$ cat config.mk
export PLATFORM = sky130hd
export DESIGN_NAME = qspi_requester
export DESIGN_NICKNAME = d
export VERILOG_FILES = /design/src/rtl/qspi_requester_pkg.sv /design/src/rtl/qspi_req_timer.sv /design/src/rtl/qspi_requester.sv
export SDC_FILE = /design/constraint.sdc
export NUM_CORES = 1
export LEC_CHECK = 0
export CAP_MARGIN = 20
export CORE_UTILIZATION = 47
export DETAILED_ROUTE_END_ITERATION = 6
export GPL_ROUTABILITY_DRIVEN = 0
export PLACE_DENSITY_LB_ADDON = 0.12
export SLEW_MARGIN = 5
export SYNTH_ARGS = -nofsm -noshare
export SYNTH_HDL_FRONTEND = slang
export SYNTH_SLANG_ARGS = --single-unit
$ cat constraint.sdc
create_clock -name clk -period 7.3 [get_ports clk]
set_clock_uncertainty 0.05 [all_clocks]
set_input_delay 1.46 -clock clk [delete_from_list [all_inputs] [get_ports clk]]
set_output_delay 1.46 -clock clk [all_outputs]
set_load 0.01 [all_outputs]
$ cat src/rtl/qspi_requester_pkg.sv
// Shared field widths, request/response packing and FSM state encoding
// for the QSPI requester and its helpers.
package qspi_requester_pkg;

    localparam int QSPI_CMD_LEN   = 8;
    localparam int QSPI_ADDR_LEN  = 24;
    localparam int QSPI_WDATA_LEN = 32;
    localparam int QSPI_RDATA_LEN = 32;

    // Request bus is {cmd, addr, wdata, start}; response bus is {rdata, idle}
    localparam int QSPI_REQ_WIDTH = QSPI_CMD_LEN + QSPI_ADDR_LEN + QSPI_WDATA_LEN + 1;
    localparam int QSPI_RSP_WIDTH = QSPI_RDATA_LEN + 1;

    typedef enum logic [2:0] {
        S_IDLE      = 3'd0,
        S_WAIT_MGR  = 3'd1,
        S_START     = 3'd2,
        S_WAIT_ACK  = 3'd3,
        S_WAIT_DONE = 3'd4,
        S_RESP      = 3'd5
    } state_t;

    function automatic logic [QSPI_REQ_WIDTH-1:0] pack_req(
        input logic [QSPI_CMD_LEN-1:0]   cmd,
        input logic [QSPI_ADDR_LEN-1:0]  addr,
        input logic [QSPI_WDATA_LEN-1:0] wdata,
        input logic                      start
    );
        return {cmd, addr, wdata, start};
    endfunction

endpackage

$ cat src/rtl/qspi_req_timer.sv
// Saturating cycle timer with synchronous clear, count enable and a
// terminal-count compare against a caller-selected limit.
module qspi_req_timer #(
    parameter int TMR_W = 20
) (
    input  logic             clk,
    input  logic             reset,
    input  logic             clear,
    input  logic             enable,
    input  logic [TMR_W-1:0] terminal,
    output logic [TMR_W-1:0] count,
    output logic             at_terminal
);

    // Count up while enabled, stick at all-ones rather than wrapping
    always_ff @(posedge clk or posedge reset) begin
        if (reset) begin
            count <= '0;
        end else if (clear) begin
            count <= '0;
        end else if (enable && (count != '1)) begin
            count <= count + TMR_W'(1);
        end
    end

    assign at_terminal = (count == terminal);

endmodule

$ cat src/rtl/qspi_requester.sv
// Initiator side of the QSPI request/response interface: takes one host
// command at a time, hands it to the manager with a one-cycle start pulse,
// watches the manager idle flag for acknowledge and completion, and returns
// the captured read data with a timeout error flag.
module qspi_requester
    import qspi_requester_pkg::*;
#(
    parameter int ACK_CYCLES  = 16,
    parameter int DONE_CYCLES = 1_000_000,
    parameter int TMR_W       = 20
) (
    input  logic                      clk,
    input  logic                      reset,
    input  logic                      host_valid,
    output logic                      host_ready,
    input  logic [QSPI_CMD_LEN-1:0]   host_cmd,
    input  logic [QSPI_ADDR_LEN-1:0]  host_addr,
    input  logic [QSPI_WDATA_LEN-1:0] host_wdata,
    output logic                      rsp_valid,
    input  logic                      rsp_ready,
    output logic [QSPI_RDATA_LEN-1:0] rsp_rdata,
    output logic                      rsp_error,
    output logic [QSPI_REQ_WIDTH-1:0] qspi_req_out,
    input  logic [QSPI_RSP_WIDTH-1:0] qspi_rsp_in
);

    localparam logic [TMR_W-1:0] ACK_TERM  = TMR_W'(ACK_CYCLES - 1);
    localparam logic [TMR_W-1:0] DONE_TERM = TMR_W'(DONE_CYCLES - 1);

    state_t state_q, state_d;

    logic [QSPI_CMD_LEN-1:0]   cmd_q;
    logic [QSPI_ADDR_LEN-1:0]  addr_q;
    logic [QSPI_WDATA_LEN-1:0] wdata_q;

    logic                      mgr_idle;
    logic [QSPI_RDATA_LEN-1:0] mgr_rdata;

    logic             tmr_clear;
    logic             tmr_enable;
    logic [TMR_W-1:0] tmr_terminal;
    logic [TMR_W-1:0] tmr_count;
    logic             tmr_at_term;

    logic capture_ok;
    logic capture_err;

    assign mgr_idle  = qspi_rsp_in[0];
    assign mgr_rdata = qspi_rsp_in[QSPI_RSP_WIDTH-1:1];

    qspi_req_timer #(
        .TMR_W(TMR_W)
    ) u_timer (
        .clk         (clk),
        .reset       (reset),
        .clear       (tmr_clear),
        .enable      (tmr_enable),
        .terminal    (tmr_terminal),
        .count       (tmr_count),
        .at_terminal (tmr_at_term)
    );

    // State register
    always_ff @(posedge clk or posedge reset) begin
        if (reset) begin
            state_q <= S_IDLE;
        end else begin
            state_q <= state_d;
        end
    end

    // Next state, timer control and response capture; the ack window opens the cycle after start
    always_comb begin
        state_d      = state_q;
        tmr_clear    = 1'b0;
        tmr_enable   = 1'b0;
        tmr_terminal = ACK_TERM;
        capture_ok   = 1'b0;
        capture_err  = 1'b0;
        unique case (state_q)
            S_IDLE: begin
                tmr_clear = 1'b1;
                if (host_valid) begin
                    state_d = S_WAIT_MGR;
                end
            end
            S_WAIT_MGR: begin
                if (mgr_idle) begin
                    state_d = S_START;
                end
            end
            S_START: begin
                tmr_clear = 1'b1;
                state_d   = S_WAIT_ACK;
            end
            S_WAIT_ACK: begin
                tmr_terminal = ACK_TERM;
                if (!mgr_idle) begin
                    tmr_clear = 1'b1;
                    state_d   = S_WAIT_DONE;
                end else if (tmr_at_term) begin
                    capture_err = 1'b1;
                    state_d     = S_RESP;
                end else begin
                    tmr_enable = 1'b1;
                end
            end
            S_WAIT_DONE: begin
                tmr_terminal = DONE_TERM;
                if (mgr_idle) begin
                    capture_ok = 1'b1;
                    state_d    = S_RESP;
                end else if (tmr_at_term) begin
                    capture_err = 1'b1;
                    state_d     = S_RESP;
                end else begin
                    tmr_enable = 1'b1;
                end
            end
            S_RESP: begin
                if (rsp_ready) begin
                    state_d = S_IDLE;
                end
            end
            default: begin
                state_d = S_IDLE;
            end
        endcase
    end

    // Request fields latch on the accept edge and hold until the next accept
    always_ff @(posedge clk or posedge reset) begin
        if (reset) begin
            cmd_q   <= '0;
            addr_q  <= '0;
            wdata_q <= '0;
        end else if ((state_q == S_IDLE) && host_valid) begin
            cmd_q   <= host_cmd;
            addr_q  <= host_addr;
            wdata_q <= host_wdata;
        end
    end

    // Response payload: manager data on completion, zero data with error on timeout
    always_ff @(posedge clk or posedge reset) begin
        if (reset) begin
            rsp_rdata <= '0;
            rsp_error <= 1'b0;
        end else if (capture_ok) begin
            rsp_rdata <= mgr_rdata;
            rsp_error <= 1'b0;
        end else if (capture_err) begin
            rsp_rdata <= '0;
            rsp_error <= 1'b1;
        end
    end

    assign host_ready   = (state_q == S_IDLE);
    assign rsp_valid    = (state_q == S_RESP);
    assign qspi_req_out = pack_req(cmd_q, addr_q, wdata_q, state_q == S_START);

endmodule

==> flow_summary.ini, run 1 <==
[outcome]
outcome = complete, no violations

[clocking]
postCtsResizedCells = 0
cts_root_buf = clkbuf_8
numCtsBuffers = 17
hold_buffers = 0
cts.sinks = 120
cts_setup_buffers = 0
cts_tree = built
clk_pin_slew_ns = 0.06
htree_levels = 4
insertion_delay_ns = 0.51
clockBufferDepth = 2

[pwr]
seq_power_share = 0.338
power_switching_mw = 0.9748
vdd_drop_max_mv = 0.2446
pwr-share-comb = 0.389
cellLeakagePower_nw = 3.283
internal_power_mw = 2.322
clkPwrFrac = 0.273
p_sw_frac = 0.2956
powerDensity_mw_per_mm2 = 421.0

[global_routing]
grt.total_usage = 0.2516
overflow = 0
grt_max_degree = 70
grt_first_pass_wirelength_um = 21570
grt_pass1_vias = 4059
antenna_found_initial = 0

[sta]
finalSetupViolations = 0
fin_crit_sh = 0.4908
hold_viol_final = 0
finalCriticalPeriod_ns = 3.583
fmax_mhz = 279.1
rsz0062_at_grt = no
slew_headroom = 0.4387
finalSetupTns_ns = 0
tightest_slew_ns = 0.8420
maxSlewViolCount = 0

[critical_path]
required_ns = 5.79
path_class = register to output pin
critical_path.top_delay_family = buffers and inverters
cp_slowest_stage_delay_ns = 0.64
critical_path_peak_fanout = 15
arrival_ns = 2.07
cp_slowest_cell = clkdlybuf4s50_1
startpoint_type = register
cp_cell_sequence = nor3_1 > clkdlybuf4s50_1
worstSetupEndpointType = output pin
critPathBufInv = 1

[synthesis]
syn_nets = 491
synth_top_area_frac = 0.5955
synthFlopType = dfrtp_1
ys_types = 47
syn_inst = 389
synth_common_cells = dfrtp_1 (120), mux2_2 (65), a22o_1 (32)
yosysSeqAreaShare = 0.5955
yosys_warnings = 0
async_reset_ff_frac = 1.000
synthTopCellsByArea = dfrtp_1 (60%), mux2_2 (15%), a22o_1 (5.6%)
synth_edf_count = 0
yosysTopAreaCell = dfrtp_1
syn_avg_cell_area_sq_um = 12.96
synth.most_common_cell = dfrtp_1
synth_seq_cells = 120
syn_area_sq_mm = 0.005042

[placement]
hpwl_um = 9408
port-buffer-count = 200
placedCellCount = 706

[drt]
viasPerCell = 5.483
drtPass1Iterations = 5
drc = 0
ant_nets = 0
drt_iter0_markers = 294
wl_um = 13500
num_vias = 4041
wl_per_cell_um = 18.32

[die]
dieWidth_um = 105.6
die_area_sq_mm = 0.01115
initial_core_util = 0.4862
core_sq_mm = 0.01037
die_y_um = 105.6
io_pins = 201
rows = 37

[final_layout]
drive_above_1_share = 0.1814
postLayoutCoreUtil = 0.7552
layout.cells.non_filler = 737
nets = 691
diodes = 0
fill_cells = 684
seq_area_sq_mm = 0.003003
multiInputGateArea_sq_mm = 0.001928
syn2layout_area_growth_pct = 55.31

[worst_hold_path]
hold_class = register to register

[flow_run]
maxCapViolCount = 0
==> state kept, by name (all words and copies together), names as in the netlist <==
signal         cells
addr_q            24
cmd_q              8
rsp_error          1
rsp_rdata         32
state_q            3
u_timer.count     20
wdata_q           32
==> worst reg2reg max path, stage by stage (launching register included) <==
cell     delay [ns]
dfrtp_1        0.60
or3b_1         0.52
or4_4          0.62
a21oi_4        0.44
nor2_1         0.23
a221o_1        0.38
==> cell type report <==
cell class                      count  area share
Clock buffer                       18     0.05464
Timing Repair Buffer              205      0.2630
Multi-Input combinational cell    240      0.2462
Sequential cell                   120      0.3834
Clock inverter                     13     0.02828
Inverter                            5    0.002716
Tap cell                          136     0.02173
==> logic make-up after synthesis <==
group,share of synthesized area
flops,0.5955
xor+xnor,0.005212
mux,0.1511
fa+ha+maj,0.002481
simple gates,0.09702
buf+inv,0.02333
compound gates,0.1253
==> power groups by stage <==
stage | sequential, mW | combinational (mW) | clock, mW
6_report | 1.11 | 1.28 | 0.900
5_1_grt | 1.15 | 1.36 | 0.944
4_1_cts | 1.12 | 1.29 | 0.913
3_5_place_dp | 1.12 | 1.29 | 0
3_3_place_gp | 1.11 | 1.25 | 0
2_1_floorplan | 1.21 | 0.460 | 0
==> stage by stage <==
step | setup slack [ns] | area, sq um | power [mW] | hold WS, ns
3_5_place_dp | 3.519 | 7182 | 2.404 | 0.4313
6_report | 3.717 | 7831 | 3.297 | 0.4492
5_1_grt | 3.592 | 7831 | 3.452 | 0.4694
3_3_place_gp | 3.507 | 7154 | 2.354 | 0.4324
2_1_floorplan | 2.604 | 5042 | 1.675 | 0.4376
4_1_cts | 3.711 | 7831 | 3.322 | 0.4520
==> routing by layer <==
metal / global-route usage / up-vias / share of wire
met5: 0 / - / 0
met4: 0.09028 / 0 / 0.016
met3: 0.05380 / 18 / 0.061
met2: 0.4182 / 192 / 0.50
met1: 0.3269 / 1960 / 0.42
li1: - / 1871 / -
==> worst paths after layout <==
kind | endpoint | cells after the start | start | slack, ns
max in group asynchronous | u_timer.count[16]$_DFFE_PP0P_ | 3 | reset | 4.56
min in group asynchronous | cmd_q[3]$_DFFE_PP0P_ | 2 | reset | 1.34
worst max-delay path | host_ready | 2 | state_q[2]$_DFFE_PP0P_ | 3.72
worst min-delay path | rsp_rdata[7]$_DFFE_PP0P_ | 1 | rsp_rdata[7]$_DFFE_PP0P_ | 0.45
worst min register to register | rsp_rdata[7]$_DFFE_PP0P_ | 1 | rsp_rdata[7]$_DFFE_PP0P_ | 0.45
worst max register to register | u_timer.count[9]$_DFFE_PP0P_ | 5 | state_q[2]$_DFFE_PP0P_ | 4.34
==> cells in the final DEF, fill, tap and decap left out, types with 5 or more instances in the layout <==
cell / synthesis / routed
or4_1: 5 / 5
clkbuf_16: 0 / 16
nand4_1: 5 / 5
o31ai_1: 5 / 5
clkinv_4: 0 / 6
nor4_1: 9 / 9
bufinv_16: 0 / 5
a22o_1: 32 / 32
clkdlybuf4s50_1: 0 / 200
dfrtp_1: 120 / 120
nand2_1: 16 / 16
a21oi_1: 8 / 8
and4_1: 5 / 5
nor2_1: 11 / 9
nand3_1: 13 / 13
mux2_2: 65 / 65
nor3_1: 7 / 7
Power figures use the tool's default switching activity.
==> inputs of run 2 (changes only) <==
CORE_UTILIZATION = 44   (was 47)
clock period = 3.6 ns   (was 7.3 ns; I/O delays follow)
==> run 2 against run 1 <==
  * First-iteration DRC count increased by 7.5%
  * Sequential share of layout area increased by 0.21 points
  * Sequential power increased by 100%
  * Total power increased by 97%
  * Critical path depth increased by 3
  * Via count increased by 0.27%
  * Flip-flop and latch count unchanged
  * Combinational power increased by 100%
  * Global-route usage decreased by 2.3 points
  * Clock power increased by 80%
  * Critical endpoint is now u_timer.count[9]$_DFFE_PP0P_
  * Largest cell class unchanged
  * Highest routed layer unchanged
==> flow_summary.ini, run 2 (synthesized netlist as in run 1, its figures left out) <==
[outcome]
outcome = complete, no violations

[die]
core_sq_mm = 0.01098
die_area_sq_mm = 0.01189
dieWidth_um = 109.1
die_y_um = 109.1
io_pins = 201
rows = 38
initial_core_util = 0.4591

[final_layout]
syn2layout_area_growth_pct = 54.47
fill_cells = 772
drive_above_1_share = 0.1821
seq_area_sq_mm = 0.003003
top_regs = rsp_rdata (32), wdata_q (32), addr_q (24)
layout.cells.non_filler = 744
nets = 694
multiInputGateArea_sq_mm = 0.001928
mostFrequentLayoutCells = clkdlybuf4s50_1 (200), dfrtp_1 (120), mux2_2 (65)
final_common_cell = clkdlybuf4s50_1
diodes = 0

[sta]
tightest_slew_ns = 0.8825
rsz0062_at_grt = no
hold_viol_final = 0
fin_crit_sh = 0.7675
finalSetupViolations = 0
finalSetupTns_ns = 0
finalCriticalPeriod_ns = 2.763
maxSlewViolCount = 0
slew_headroom = 0.4077
fmax_mhz = 361.9

[drt]
drt_iter0_markers = 316
num_vias = 4052
ant_nets = 0
wl_um = 13410
viasPerCell = 5.446
drc = 0
wl_per_cell_um = 18.03
drtPass1Iterations = 4

[global_routing]
met1_usage = 0.2681
antenna_found_initial = 0
gr-usage-met3 = 0.07711
grt_first_pass_wirelength_um = 20270
busiest_layer = met2
overflow = 0
grt.total_usage = 0.2282
grt_max_degree = 66
use_met2 = 0.3805
grt_pass1_vias = 4006

[critical_path]
worst-path-stages = 5
cp_slowest_stage_delay_ns = 0.62
startpoint_type = register
cp_slowest_cell = or4_4
critical_path_peak_fanout = 15
rr_worst_depth = 5
cp_cell_sequence = or3b_1 > or4_4 > a21oi_4 > nor2_1 > a221o_1
rr_endpoint = u_timer.count[9]$_DFFE_PP0P_
worst_r2r_startpoint = state_q[2]$_DFFE_PP0P_
worstSetupEndpointType = register
r2r_slack_ns = 0.84
critical_path.top_delay_family = simple AND/OR/NAND/NOR gates
path_class = register to register
cp-startpoint = state_q[2]$_DFFE_PP0P_
required_ns = 3.84
critPathBufInv = 0
arrival_ns = 3.00
cp-endpoint = u_timer.count[9]$_DFFE_PP0P_

[pwr]
cellLeakagePower_nw = 3.268
powerDensity_mw_per_mm2 = 833.0
vdd_drop_max_mv = 0.4377

[clocking]
cts_tree = built
postCtsResizedCells = 0
clockBufferDepth = 2
htree_levels = 4
cts_root_buf = clkbuf_16
hold_buffers = 0
insertion_delay_ns = 0.41
cts.sinks = 120
clk_pin_slew_ns = 0.05
cts_setup_buffers = 0
numCtsBuffers = 17

[placement]
hpwl_um = 9497
placedCellCount = 713
port-buffer-count = 200

[flow_run]
maxCapViolCount = 0

[worst_hold_path]
hold_class = register to register
-- run 2: worst min-delay path by stage --
stage                                  from                      endpoint  slack, ns  cells after the start
6_report          rsp_rdata[12]$_DFFE_PP0P_     rsp_rdata[12]$_DFFE_PP0P_       0.44                      1
5_1_grt              addr_q[20]$_DFFE_PP0P_        addr_q[20]$_DFFE_PP0P_       0.46                      1
4_1_cts           rsp_rdata[12]$_DFFE_PP0P_     rsp_rdata[12]$_DFFE_PP0P_       0.45                      1
3_5_place_dp      rsp_rdata[15]$_DFFE_PP0P_     rsp_rdata[15]$_DFFE_PP0P_       0.43                      1
3_3_place_gp      rsp_rdata[16]$_DFFE_PP0P_     rsp_rdata[16]$_DFFE_PP0P_       0.43                      1
2_1_floorplan  u_timer.count[7]$_DFFE_PP0P_  u_timer.count[7]$_DFFE_PP0P_       0.44                      1
-- run 2: cell type report --
cell class	count	area share
Tap cell	140	0.02249
Clock buffer	22	0.06088
Multi-Input combinational cell	240	0.2476
Inverter	5	0.002892
Timing Repair Buffer	208	0.2680
Sequential cell	120	0.3855
Clock inverter	9	0.01269
-- run 2: power by group --
part	switching [mW]	total (mW)	internal (mW)	leakage (nW)
clock	0.561	1.62	1.06	0.289
combinational	1.02	2.61	1.60	1.49
sequential	0.340	2.25	1.91	1.48
-- run 2: metrics by stage --
stage	setup WS, ns	instance area [sq um]	power (mW)	hold slack, ns	utilization
4_1_cts	0.8270	7789	6.558	0.4502	0.7092
3_5_place_dp	0.6079	7216	4.893	0.4313	0.6570
5_1_grt	0.6836	7789	6.846	0.4631	0.7092
6_report	0.8368	7789	6.488	0.4434	0.7092
2_1_floorplan	1.263	5046	3.398	0.4376	-
3_3_place_gp	0.6886	7216	4.828	0.4336	0.6570
-- run 2: layer usage --
layer,vias to the layer above,wire length [um]
li1,1873,-
met5,-,0
met1,1968,5301
met4,0,299
met3,26,1174
met2,185,6635
==> inputs of run 3 (changes only) <==
clock period = 2.6 ns   (was 3.6 ns; I/O delays follow)
==> run 3 against run 2 <==
  * Final cell count up 1.9%
  * Worst setup slack worse by 0.70 ns
  * Critical endpoint is now host_ready
  * Critical path depth down 2
  * Clock power up 54%
  * Total power up 44%
==> flow_summary.ini, run 3 (synthesized netlist as in run 1, its figures left out) <==
[flow_run]
maxCapViolCount = 0

[pwr]
cellLeakagePower_nw = 3.356
vdd_drop_max_mv = 0.5694
powerDensity_mw_per_mm2 = 1165
power_mw = 9.315

[global_routing]
grt_max_degree = 65
antenna_found_initial = 0
grt.total_usage = 0.2382
grt_pass1_vias = 3981
overflow = 0
grt_first_pass_wirelength_um = 21060

[final_layout]
mostFrequentLayoutCells = clkdlybuf4s50_1 (200), dfrtp_1 (120), mux2_2 (65)
diodes = 0
nets = 707
top_regs = rsp_rdata (32), wdata_q (32), addr_q (24)
final_common_cell = clkdlybuf4s50_1
drive_above_1_share = 0.2039
syn2layout_area_growth_pct = 58.54
postLayoutCoreUtil = 0.7278
fill_cells = 748

[critical_path]
worstSetupEndpointType = output pin
cp_cell_sequence = buf_4 > nor3_1 > clkdlybuf4s50_1
cp_slowest_stage_delay_ns = 0.63
path_class = register to output pin
critical_path_peak_fanout = 14
required_ns = 2.03
arrival_ns = 1.89
cp_slowest_cell = clkdlybuf4s50_1
startpoint_type = register

[placement]
port-buffer-count = 200
hpwl_um = 9768
place_ws_ns = 0.05088

[clocking]
cts_setup_buffers = 0
clockBufferDepth = 2
cts_root_buf = clkbuf_16
clk_pin_slew_ns = 0.05
numCtsBuffers = 17
cts_tree = built
insertion_delay_ns = 0.41
postCtsResizedCells = 0
hold_buffers = 0
cts.sinks = 120
htree_levels = 4

[sta]
finalSetupTns_ns = 0
hold_viol_final = 0
tightest_slew_ns = 0.6502
finalCriticalPeriod_ns = 2.465
rsz0062_at_grt = no
fmax_mhz = 405.7
finalSetupViolations = 0
fin_crit_sh = 0.9480
slew_headroom = 0.5553
maxSlewViolCount = 0
final.setup.worst_slack_ns = 0.1351

[drt]
num_vias = 4075
viasPerCell = 5.376
drc = 0
drtPass1Iterations = 5
drt_iter0_markers = 235
ant_nets = 0
wl_um = 13700
wl_per_cell_um = 18.07

[die]
core_sq_mm = 0.01098
io_pins = 201
die_y_um = 109.1
initial_core_util = 0.4591
rows = 38
dieWidth_um = 109.1
die_area_sq_mm = 0.01189

[outcome]
outcome = complete, no violations

[worst_hold_path]
hold_class = register to register
[run 3: critical path: cells and delay by family, from the launching register on]
family / cells / cell delay, ns
AND/OR/NAND/NOR: 1 / 0.31
buffers and inverters: 2 / 0.81
flip-flops: 1 / 0.37
[run 3: through the flow]
step | std cells | cell area (sq um) | hold slack [ns]
4_1_cts | 758 | 7990 | 0.4525
2_1_floorplan | 389 | 5046 | 0.4376
3_5_place_dp | 726 | 7351 | 0.4302
5_1_grt | 758 | 7994 | 0.4596
3_3_place_gp | 726 | 7351 | 0.4339
6_report | 758 | 7994 | 0.4467
[run 3: metal layers]
layer  GRT usage  routed length, um  vias to the layer above
met5           0                  0                        -
met4      0.1052                307                        0
met3     0.07233               1095                       20
met2      0.3854               6763                      181
met1      0.2934               5528                     1980
li1            -                  -                     1894
[run 3: worst paths after layout]
path | start | to | slack (ns) | cells past startpoint
worst max register to register | state_q[1]$_DFFE_PP0P_ | u_timer.count[9]$_DFFE_PP0P_ | 0.22 | 5
max in group asynchronous | reset | wdata_q[21]$_DFFE_PP0P_ | 1.46 | 3
worst min register to register | rsp_rdata[9]$_DFFE_PP0P_ | rsp_rdata[9]$_DFFE_PP0P_ | 0.45 | 1
min in group asynchronous | reset | addr_q[19]$_DFFE_PP0P_ | 0.46 | 2
worst max-delay path | state_q[2]$_DFFE_PP0P_ | host_ready | 0.14 | 3
worst min-delay path | rsp_rdata[9]$_DFFE_PP0P_ | rsp_rdata[9]$_DFFE_PP0P_ | 0.45 | 1
[run 3: where the power goes]
part,switching [mW],internal [mW],total (mW)
sequential,0.413,2.65,3.06
clock,0.851,1.64,2.49
combinational,1.49,2.27,3.76
[run 3: cell type report]
| type | instances | area, sq um | share of cell area |
|---|---|---|---|
| Clock buffer | 19 | 442.9 | 0.05541 |
| Sequential cell | 120 | 3003 | 0.3756 |
| Tap cell | 140 | 175.2 | 0.02191 |
| Timing Repair Buffer | 221 | 2222 | 0.2780 |
| Clock inverter | 13 | 196.4 | 0.02457 |
| Multi-Input combinational cell | 240 | 1932 | 0.2417 |
| Inverter | 5 | 22.52 | 0.002817 |
